### config.mk
export PLATFORM = sky130hd
export DESIGN_NAME = alu_arbiter
export DESIGN_NICKNAME = d
export VERILOG_FILES = /design/src/rtl/alu_arbiter.sv
export SDC_FILE = /design/constraint.sdc
export NUM_CORES = 1
export LEC_CHECK = 0
export BUFFER_PORTS_ARGS = -buffer_cell sky130_fd_sc_hd__buf_2
export CORE_MARGIN = 2
export CORE_UTILIZATION = 25
export CTS_CLUSTER_DIAMETER = 150
export DETAILED_ROUTE_END_ITERATION = 10
export PLACE_DENSITY = 0.62
export RECOVER_POWER = 25
export SYNTH_ARGS = -nofsm -noshare
export SYNTH_HDL_FRONTEND = slang
export SYNTH_SLANG_ARGS = --single-unit
export TNS_END_PERCENT = 10
### constraint.sdc
create_clock -name clock -period 4.42 [get_ports clock]
set_input_delay 0.221 -clock clock [delete_from_list [all_inputs] [get_ports clock]]
set_output_delay 0.221 -clock clock [all_outputs]
set_load 0.01 [all_outputs]
### src/rtl/alu_arbiter.sv
// -----------------------------------------------------------------------------
// alu_arbiter
//
// Shares one combinational alu between two requesters:
//   port 0 : execute stage
//   port 1 : address / branch-target helper
//
// Requests are granted round-robin in the same cycle (reqN_ready = grantN).
// An accepted operation goes into the issue register. The issue register
// drives the alu in the following cycle. The alu result is captured in the
// result register, and a one-cycle rspN_valid pulse is raised two cycles
// after acceptance.
//
// Ports
//   clock, reset                     system clock, synchronous active-high reset
//   reqN_valid / reqN_ready          request handshake, N = 0, 1
//   reqN_function, reqN_a, reqN_b    request payload
//   alu_function, alu_operand_a/b    drive to the shared alu (0 when idle)
//   alu_result                       combinational result from the alu
//   rsp0_valid, rsp1_valid           one-cycle response pulses
//   rsp_result                       registered result, held until next response
//
// Optional build macro RVSIMPLE_ALU_ARB_PERF_EN adds three saturating
// counters (all WIDTH bits wide):
//   perf_grant0, perf_grant1         transfers per port
//   perf_conflict                    cycles with both valids high
// -----------------------------------------------------------------------------
module alu_arbiter #(
  parameter int WIDTH       = 32,
  parameter int FUNCT_WIDTH = 5
) (
  input  logic                   clock,
  input  logic                   reset,

  input  logic                   req0_valid,
  output logic                   req0_ready,
  input  logic [FUNCT_WIDTH-1:0] req0_function,
  input  logic [WIDTH-1:0]       req0_a,
  input  logic [WIDTH-1:0]       req0_b,

  input  logic                   req1_valid,
  output logic                   req1_ready,
  input  logic [FUNCT_WIDTH-1:0] req1_function,
  input  logic [WIDTH-1:0]       req1_a,
  input  logic [WIDTH-1:0]       req1_b,

  output logic [FUNCT_WIDTH-1:0] alu_function,
  output logic [WIDTH-1:0]       alu_operand_a,
  output logic [WIDTH-1:0]       alu_operand_b,
  input  logic [WIDTH-1:0]       alu_result,

  output logic                   rsp0_valid,
  output logic                   rsp1_valid,
  output logic [WIDTH-1:0]       rsp_result
`ifdef RVSIMPLE_ALU_ARB_PERF_EN
  ,
  output logic [WIDTH-1:0]       perf_grant0,
  output logic [WIDTH-1:0]       perf_grant1,
  output logic [WIDTH-1:0]       perf_conflict
`endif
);

  logic                   grant0;
  logic                   grant1;
  logic                   last_grant;  // port granted most recently

  logic                   iss_valid;
  logic                   iss_id;
  logic [FUNCT_WIDTH-1:0] iss_funct;
  logic [WIDTH-1:0]       iss_a;
  logic [WIDTH-1:0]       iss_b;

  // ---------------------------------------------------------------------------
  // Grant selection. A grant implies the matching valid, so a grant is also a
  // transfer. When both ports are valid, the port not granted last time wins.
  // ---------------------------------------------------------------------------
  always_comb begin
    // NOTE: every output of this block gets a default first, so no path leaves
    // a signal unassigned and no latch is inferred.
    grant0 = 1'b0;
    grant1 = 1'b0;
    if (!reset) begin
      case ({req1_valid, req0_valid})
        2'b01:   grant0 = 1'b1;
        2'b10:   grant1 = 1'b1;
        2'b11: begin
          if (last_grant) grant0 = 1'b1;
          else            grant1 = 1'b1;
        end
        default: ;
      endcase
    end
  end

  assign req0_ready = grant0;
  assign req1_ready = grant1;

  // ---------------------------------------------------------------------------
  // Control registers: last_grant, issue valid/id, and response stage.
  // ---------------------------------------------------------------------------
  always_ff @(posedge clock) begin
    // NOTE: sequential state uses non-blocking assignments only. Each register
    // then takes the value from before the edge, whatever the statement order.
    if (reset) begin
      last_grant <= 1'b1;       // port 0 wins the first conflict
      iss_valid  <= 1'b0;       // in-flight operations are dropped
      iss_id     <= 1'b0;
      rsp0_valid <= 1'b0;
      rsp1_valid <= 1'b0;
      rsp_result <= '0;
    end else begin
      if (grant0 || grant1) last_grant <= grant1;
      iss_valid  <= grant0 || grant1;
      if (grant0 || grant1) iss_id <= grant1;
      rsp0_valid <= iss_valid && !iss_id;
      rsp1_valid <= iss_valid &&  iss_id;
      if (iss_valid) rsp_result <= alu_result;
    end
  end

  // ---------------------------------------------------------------------------
  // Issue payload. NOTE: these datapath registers are deliberately not reset.
  // Their contents are only visible through the iss_valid gate below, so a
  // reset here would add fanout and change nothing observable.
  // ---------------------------------------------------------------------------
  always_ff @(posedge clock) begin
    if (grant0 || grant1) begin
      iss_funct <= grant1 ? req1_function : req0_function;
      iss_a     <= grant1 ? req1_a        : req0_a;
      iss_b     <= grant1 ? req1_b        : req0_b;
    end
  end

  // Idle alu inputs are forced to zero. This keeps them deterministic and
  // keeps the alu from toggling.
  assign alu_function  = iss_valid ? iss_funct : '0;
  assign alu_operand_a = iss_valid ? iss_a     : '0;
  assign alu_operand_b = iss_valid ? iss_b     : '0;

`ifdef RVSIMPLE_ALU_ARB_PERF_EN
  // ---------------------------------------------------------------------------
  // Saturating performance counters.
  // ---------------------------------------------------------------------------
  function automatic logic [WIDTH-1:0] sat_inc(input logic [WIDTH-1:0] v);
    return (&v) ? v : v + 1'b1;
  endfunction

  always_ff @(posedge clock) begin
    if (reset) begin
      perf_grant0   <= '0;
      perf_grant1   <= '0;
      perf_conflict <= '0;
    end else begin
      if (grant0) perf_grant0 <= sat_inc(perf_grant0);
      if (grant1) perf_grant1 <= sat_inc(perf_grant1);
      if (req0_valid && req1_valid) perf_conflict <= sat_inc(perf_conflict);
    end
  end
`endif

endmodule

==> results of run 1 <==
==> power by group <==
part	total, W	switching [W]	internal, W
registers	0.00116	0.0000356	0.00113
clock network	0.000777	0.000355	0.000422
logic	0.000306	0.000138	0.000168
==> cells in the final DEF (no fill, tap or decap), types with 5 or more instances in the layout <==
cell type,n
buf_2,243
clkbuf_16,10
mux2i_1,32
dfxtp_1,36
and2_1,69
mux2_1,5
nor2_1,34
edfxtp_1,69
mux2_2,64
clkbuf_1,36
==> tightest hold or removal path, cell delays in order <==
cell and delay [ns]:
buf_2 0.07, mux2i_1 0.05, nor2_1 0.07
==> cells by family (layout without fill, tap and decap cells) <==
logic type | Yosys count | count (layout) | synth area share (%)
AND/OR/NAND/NOR | 109 | 109 | 13.02
flip-flops | 106 | 106 | 59.84
multiplexers | 101 | 101 | 23.34
buffers and inverters | 24 | 297 | 3.274
AO/OA/AOI/OAI | 4 | 4 | 0.5323
==> metrics by stage <==
stage | instance area (sq um) | cells | hold slack (ns)
finish | 6500 | 851 | 0.1100
CTS | 6546 | 851 | 0.09018
detailed placement | 6261 | 835 | 0.4519
global placement | 6261 | 835 | 0.4510
global route | 6500 | 851 | 0.09950
floorplan | 4701 | 344 | 0.3214
==> worst min-delay path by stage <==
stage          cells after the start  slack [ns]                           to           startpoint
2_1_floorplan                      1        0.32      last_grant$_SDFFE_PP1P_           req0_valid
5_1_grt                            3         0.1   rsp_result[4]$_SDFFE_PP0P_        alu_result[4]
3_5_place_dp                       1        0.45        rsp0_valid$_SDFF_PP0_  iss_id$_SDFFE_PP0P_
6_report                           3        0.11   rsp_result[7]$_SDFFE_PP0P_        alu_result[7]
4_1_cts                            3        0.09  rsp_result[15]$_SDFFE_PP0P_       alu_result[15]
3_3_place_gp                       3        0.45  rsp_result[10]$_SDFFE_PP0P_       alu_result[10]
==> state kept, by name, summed over array words and instances, names as in the netlist <==
name and flops:
iss_a 32, iss_b 32, iss_funct 5, iss_id 1
iss_valid 1, last_grant 1, rsp0_valid 1, rsp1_valid 1
rsp_result 32
==> final cells by class <==
class / instances / area, sq um / area share [%]
sequential: 106 / 2816 / 43.33
multi-input combinational: 214 / 1742 / 26.80
timing repair buffer: 280 / 1360 / 20.92
tap: 234 / 292.8 / 4.504
clock buffer: 12 / 261.5 / 4.023
clock inverter: 4 / 23.77 / 0.3657
inverter: 1 / 3.754 / 0.05775
==> layer usage <==
metal	vias to the layer above	part of all wire (%)
li1	1735	-
met2	162	48
met3	17	8.4
met5	-	0
met1	1598	41
met4	0	2.1
==> impl_metrics.json, run 1 <==
{
  "clk_path_buf_depth": 2,
  "io_buffers": 278,
  "dr.pass1.iters": 4,
  "drc_errors": 0,
  "syn_inst": 344,
  "crit_slowest_cell": "clkbuf_1",
  "cts_buffers": 9,
  "htreeDepth": 3,
  "die_area_sq_um": 19920,
  "cap_violations": 2,
  "yosysSeqAreaShare_pct": 59.83,
  "worstPathRequired_ns": 4.15,
  "period_share_pct": 64.77,
  "rsz0062_at_grt": "false",
  "ys_ff_latch": 106,
  "synthArstFlopShare_pct": 0,
  "synth_warnings": 0,
  "ir_worst_vdd_mv": 0.1818,
  "worstHoldPathType": "input pin to register",
  "crit_family": "buffers and inverters",
  "first_global_vias": 3376,
  "power.leakage_nw": 2.893,
  "path_max_fanout": 69,
  "yosys.area.top_type_share_pct": 44.08,
  "cp_cell_sequence": "clkbuf_1 -> nor2_4 -> clkbuf_2",
  "dp_hpwl_mm": 8.185,
  "die_x_um": 141.1,
  "cp.depth": 3,
  "synth_edf_count": 69,
  "grt_pass1_wl_mm": 17.25,
  "critPathMaxStageDelay_ns": 1.32,
  "area_growth_pct": 38.28,
  "syn_avg_cell_area_sq_um": 13.66,
  "crit_buf_inv": 2,
  "postCtsHoldBufs": 0,
  "reg2reg_to": "iss_a[15]$_DFFE_PP_",
  "finalHoldViolations": 0,
  "io_pins": 279,
  "power.density_nw_per_um2": 345.9,
  "fillers": 1875,
  "use_met3_pct": 3.906,
  "grtUsageTotal_pct": 11.20,
  "fin_ws_ns": 1.557,
  "rows": 50,
  "num_vias": 3512,
  "vias_per_cell": 4.127,
  "critPathLaunchType": "input pin",
  "synth.most_common_cell": "and2_1",
  "cts_setup_buffers": 0,
  "drt_iter0_markers": 106,
  "clock_latency_ns": 0.34,
  "cts-root-buf": "clkbuf_16",
  "netlist_area_sq_um": 4701,
  "netlist_top_cells_count": "70 x and2_1, 69 x edfxtp_1, 64 x mux2_2, 37 x dfxtp_1, 35 x nor2_1",
  "timing.setup.tns_ns": 0,
  "max_slew_margin_pct": -25.21,
  "cts_sinks": 106,
  "reg2reg_depth": 4,
  "grt_overflow": 0,
  "place_ws_ns": 1.915,
  "cts_tree": "built",
  "met2_usage_pct": 19.32,
  "reg2reg_slack_ns": 2.14,
  "final_nets": 786,
  "timing.fmax_mhz": 349.3,
  "post_cts_resized": 0,
  "antenna_cells": 0,
  "synth_flop_cell": "edfxtp_1",
  "grt_max_degree": 104,
  "routedWlPerCell_um": 13.42,
  "r2r_start": "last_grant$_SDFFE_PP1P_",
  "drive_above_1_share_pct": 53.00,
  "clkTransAtPathRegs_ns": 0.07,
  "routed_wl_mm": 11.42,
  "fin_crit_ns": 2.863,
  "yosys-top-cells-area": "edfxtp_1 44%, dfxtp_1 16%, mux2_2 15%",
  "grt_util_met1_pct": 12.83,
  "critPathCaptureType": "register",
  "crit_type": "input pin to register",
  "critPathArrivalTime_ns": 2.59,
  "crit_start": "reset",
  "outcome": "finished with violations",
  "violations": "capacitance limit, slew limit",
  "final_core_util_pct": 34.98,
  "ant_nets": 0,
  "busiest_layer": "met2",
  "start_util_pct": 25.30,
  "fin_skew_ns": 0.01042,
  "setup_viol": 0,
  "drv_slew": 110,
  "worstSetupEndpoint": "iss_b[14]$_DFFE_PP_",
  "tightest_slew_ns": 1.878,
  "syn_nets": 518,
  "power_w": 0.002248,
  "synth_cell_types": 19,
  "coreArea_sq_um": 18580,
  "synth_top_cell_by_area": "edfxtp_1",
  "chipHeight_um": 141.1,
  "gp_congestion": 0.7426,
  "antenna_found_initial": 0
}
(Power assumes the default switching activity.)
==> inputs of run 2 (changes only) <==
==> constraint.sdc (replaced) <==
create_clock -name clock -period 2.8 [get_ports clock]
set_input_delay 0.14 -clock clock [delete_from_list [all_inputs] [get_ports clock]]
set_output_delay 0.14 -clock clock [all_outputs]
set_load 0.01 [all_outputs]
==> run 2 against run 1 <==
  * Utilization is 0.16 points higher
  * Sequential power increased by 57%
  * Via count grew 0.83%
  * Clock-buffer cell count is 2 lower
  * Sequential share of layout area down 0.20 points
  * Total power is 59% higher
  * The run now ends clean
  * Die area unchanged
  * Hold slack got worse by 0.093 ns
  * Critical path type is now register to output port
==> impl_metrics.json, run 2 (synthesis results as in run 1) <==
{
  "outcome": "completed",
  "worstPathRequired_ns": 2.66,
  "io_pins": 279,
  "gp_congestion": 0.7277,
  "ant_nets": 0,
  "critPathLaunchType": "register",
  "cts_sinks": 106,
  "min_path_cells": 2,
  "grt_overflow": 0,
  "final_nets": 789,
  "num_vias": 3541,
  "tightest_slew_ns": 1.335,
  "critPathArrivalTime_ns": 1.73,
  "finish.instance_area_sq_um": 6530,
  "layout_common_cells": "244 x buf_2, 70 x and2_1, 69 x edfxtp_1, 64 x mux2_2, 36 x dfxtp_1",
  "vias_per_cell": 4.146,
  "clock_latency_ns": 0.35,
  "routedWlPerCell_um": 13.85,
  "start_util_pct": 25.30,
  "cts_buffers": 9,
  "dp.cells": 838,
  "io_buffers": 278,
  "cp_cell_sequence": "buf_4 -> and2_1 -> buf_2",
  "first_global_vias": 3590,
  "timing.setup.tns_ns": 0,
  "final_core_util_pct": 35.14,
  "cts-root-buf": "clkbuf_16",
  "fin_crit_ns": 1.874,
  "cts_setup_buffers": 0,
  "coreArea_sq_um": 18580,
  "postCtsHoldBufs": 0,
  "reg2reg_to": "iss_b[3]$_DFFE_PP_",
  "max_slew_margin_pct": 11.03,
  "placed_area_sq_um": 6296,
  "cap_violations": 0,
  "r2r_start": "last_grant$_SDFFE_PP1P_",
  "finalHoldViolations": 0,
  "fin_skew_ns": 0.007584,
  "final_cells": 854,
  "crit_slowest_cell": "dfxtp_4",
  "critPathMaxStageDelay_ns": 0.68,
  "drt_iter0_markers": 94,
  "power.density_nw_per_um2": 545.9,
  "reg2reg_depth": 4,
  "setup_viol": 0,
  "chipHeight_um": 141.1,
  "drv_slew": 0,
  "ir_worst_vdd_mv": 0.2508,
  "reg_top3": "iss_a: 32 flops, iss_b: 32 flops, rsp_result: 32 flops",
  "period_share_pct": 66.93,
  "worst_hold_slack_ns": 0.01685,
  "dr.pass1.iters": 4,
  "critPathCaptureType": "output port",
  "antenna_cells": 0,
  "antenna_found_initial": 0,
  "routed_wl_mm": 11.83,
  "cts_tree": "built",
  "power.leakage_nw": 2.919,
  "die_x_um": 141.1,
  "reg2reg_slack_ns": 1.12,
  "hold-path-endpoint": "last_grant$_SDFFE_PP1P_",
  "clk_path_buf_depth": 2,
  "hp-start": "req0_valid",
  "post_cts_resized": 0,
  "die_area_sq_um": 19920,
  "rows": 50,
  "dp_hpwl_mm": 8.560,
  "grtUsageTotal_pct": 11.59,
  "drive_above_1_share_pct": 53.06,
  "rsz0062_at_grt": "false",
  "grt_max_degree": 71,
  "area_growth_pct": 38.91,
  "crit_family": "flip-flops",
  "clkTransAtPathRegs_ns": 0.07,
  "fillers": 1902,
  "crit_type": "register to output port",
  "worstHoldPathType": "input pin to register",
  "layout_commonest_cell": "buf_2",
  "timing.fmax_mhz": 533.6,
  "htreeDepth": 3,
  "path_max_fanout": 48,
  "grt_pass1_wl_mm": 18.12,
  "drc_errors": 0,
  "crit_buf_inv": 2
}
## run 2: through the flow
stage                     setup slack (ns)  power, W
after floorplan                    0.05923  0.002128
after global placement               1.048  0.002364
after detailed placement             1.026  0.002372
after CTS                           0.8277  0.003650
after global routing                0.7177  0.003748
final                               0.9260  0.003565
## run 2: layout make-up
type	count	area, sq um	area share, %
Clock buffer	10	250.2	3.832
Clock inverter	6	37.54	0.5748
Sequential cell	106	2816	43.13
Inverter	1	3.754	0.05748
Multi-Input combinational cell	214	1734	26.56
Tap cell	234	292.8	4.484
Timing Repair Buffer	283	1395	21.36
## run 2: layer usage
| metal | track usage, % | part of all wire, % | up-vias |
|---|---|---|---|
| met5 | 0 | 0 | - |
| met4 | 4.842 | 2.1 | 0 |
| met3 | 4.212 | 9.2 | 16 |
| met2 | 20.29 | 50 | 160 |
| met1 | 12.68 | 39 | 1623 |
| li1 | - | - | 1742 |
## run 2: worst reg2reg max path, delay by kind of cell (launching register included)
kind	cells	cell delay, ns
flops	1	0.31
simple gates	1	0.11
compound gates	1	0.23
mux	1	0.44
buf+inv	1	0.34
## run 2: power breakdown
group | internal, W | switching (W)
clock network | 0.000659 | 0.000589
registers | 0.00178 | 0.0000408
logic | 0.000266 | 0.000229
total | 0.00271 | 0.000860
## run 2: how the worst max path moves through the flow
stage	from	end	slack (ns)	depth (start not counted)
floorplan	reset	iss_a[0]$_DFFE_PP_	0.06	3
global placement	reset	iss_b[8]$_DFFE_PP_	1.05	4
detailed placement	reset	iss_b[3]$_DFFE_PP_	1.03	4
CTS	iss_valid$_SDFF_PP0_	alu_operand_b[24]	0.83	3
global route	iss_valid$_SDFF_PP0_	alu_operand_b[24]	0.72	3
finish	iss_valid$_SDFF_PP0_	alu_operand_b[24]	0.93	3
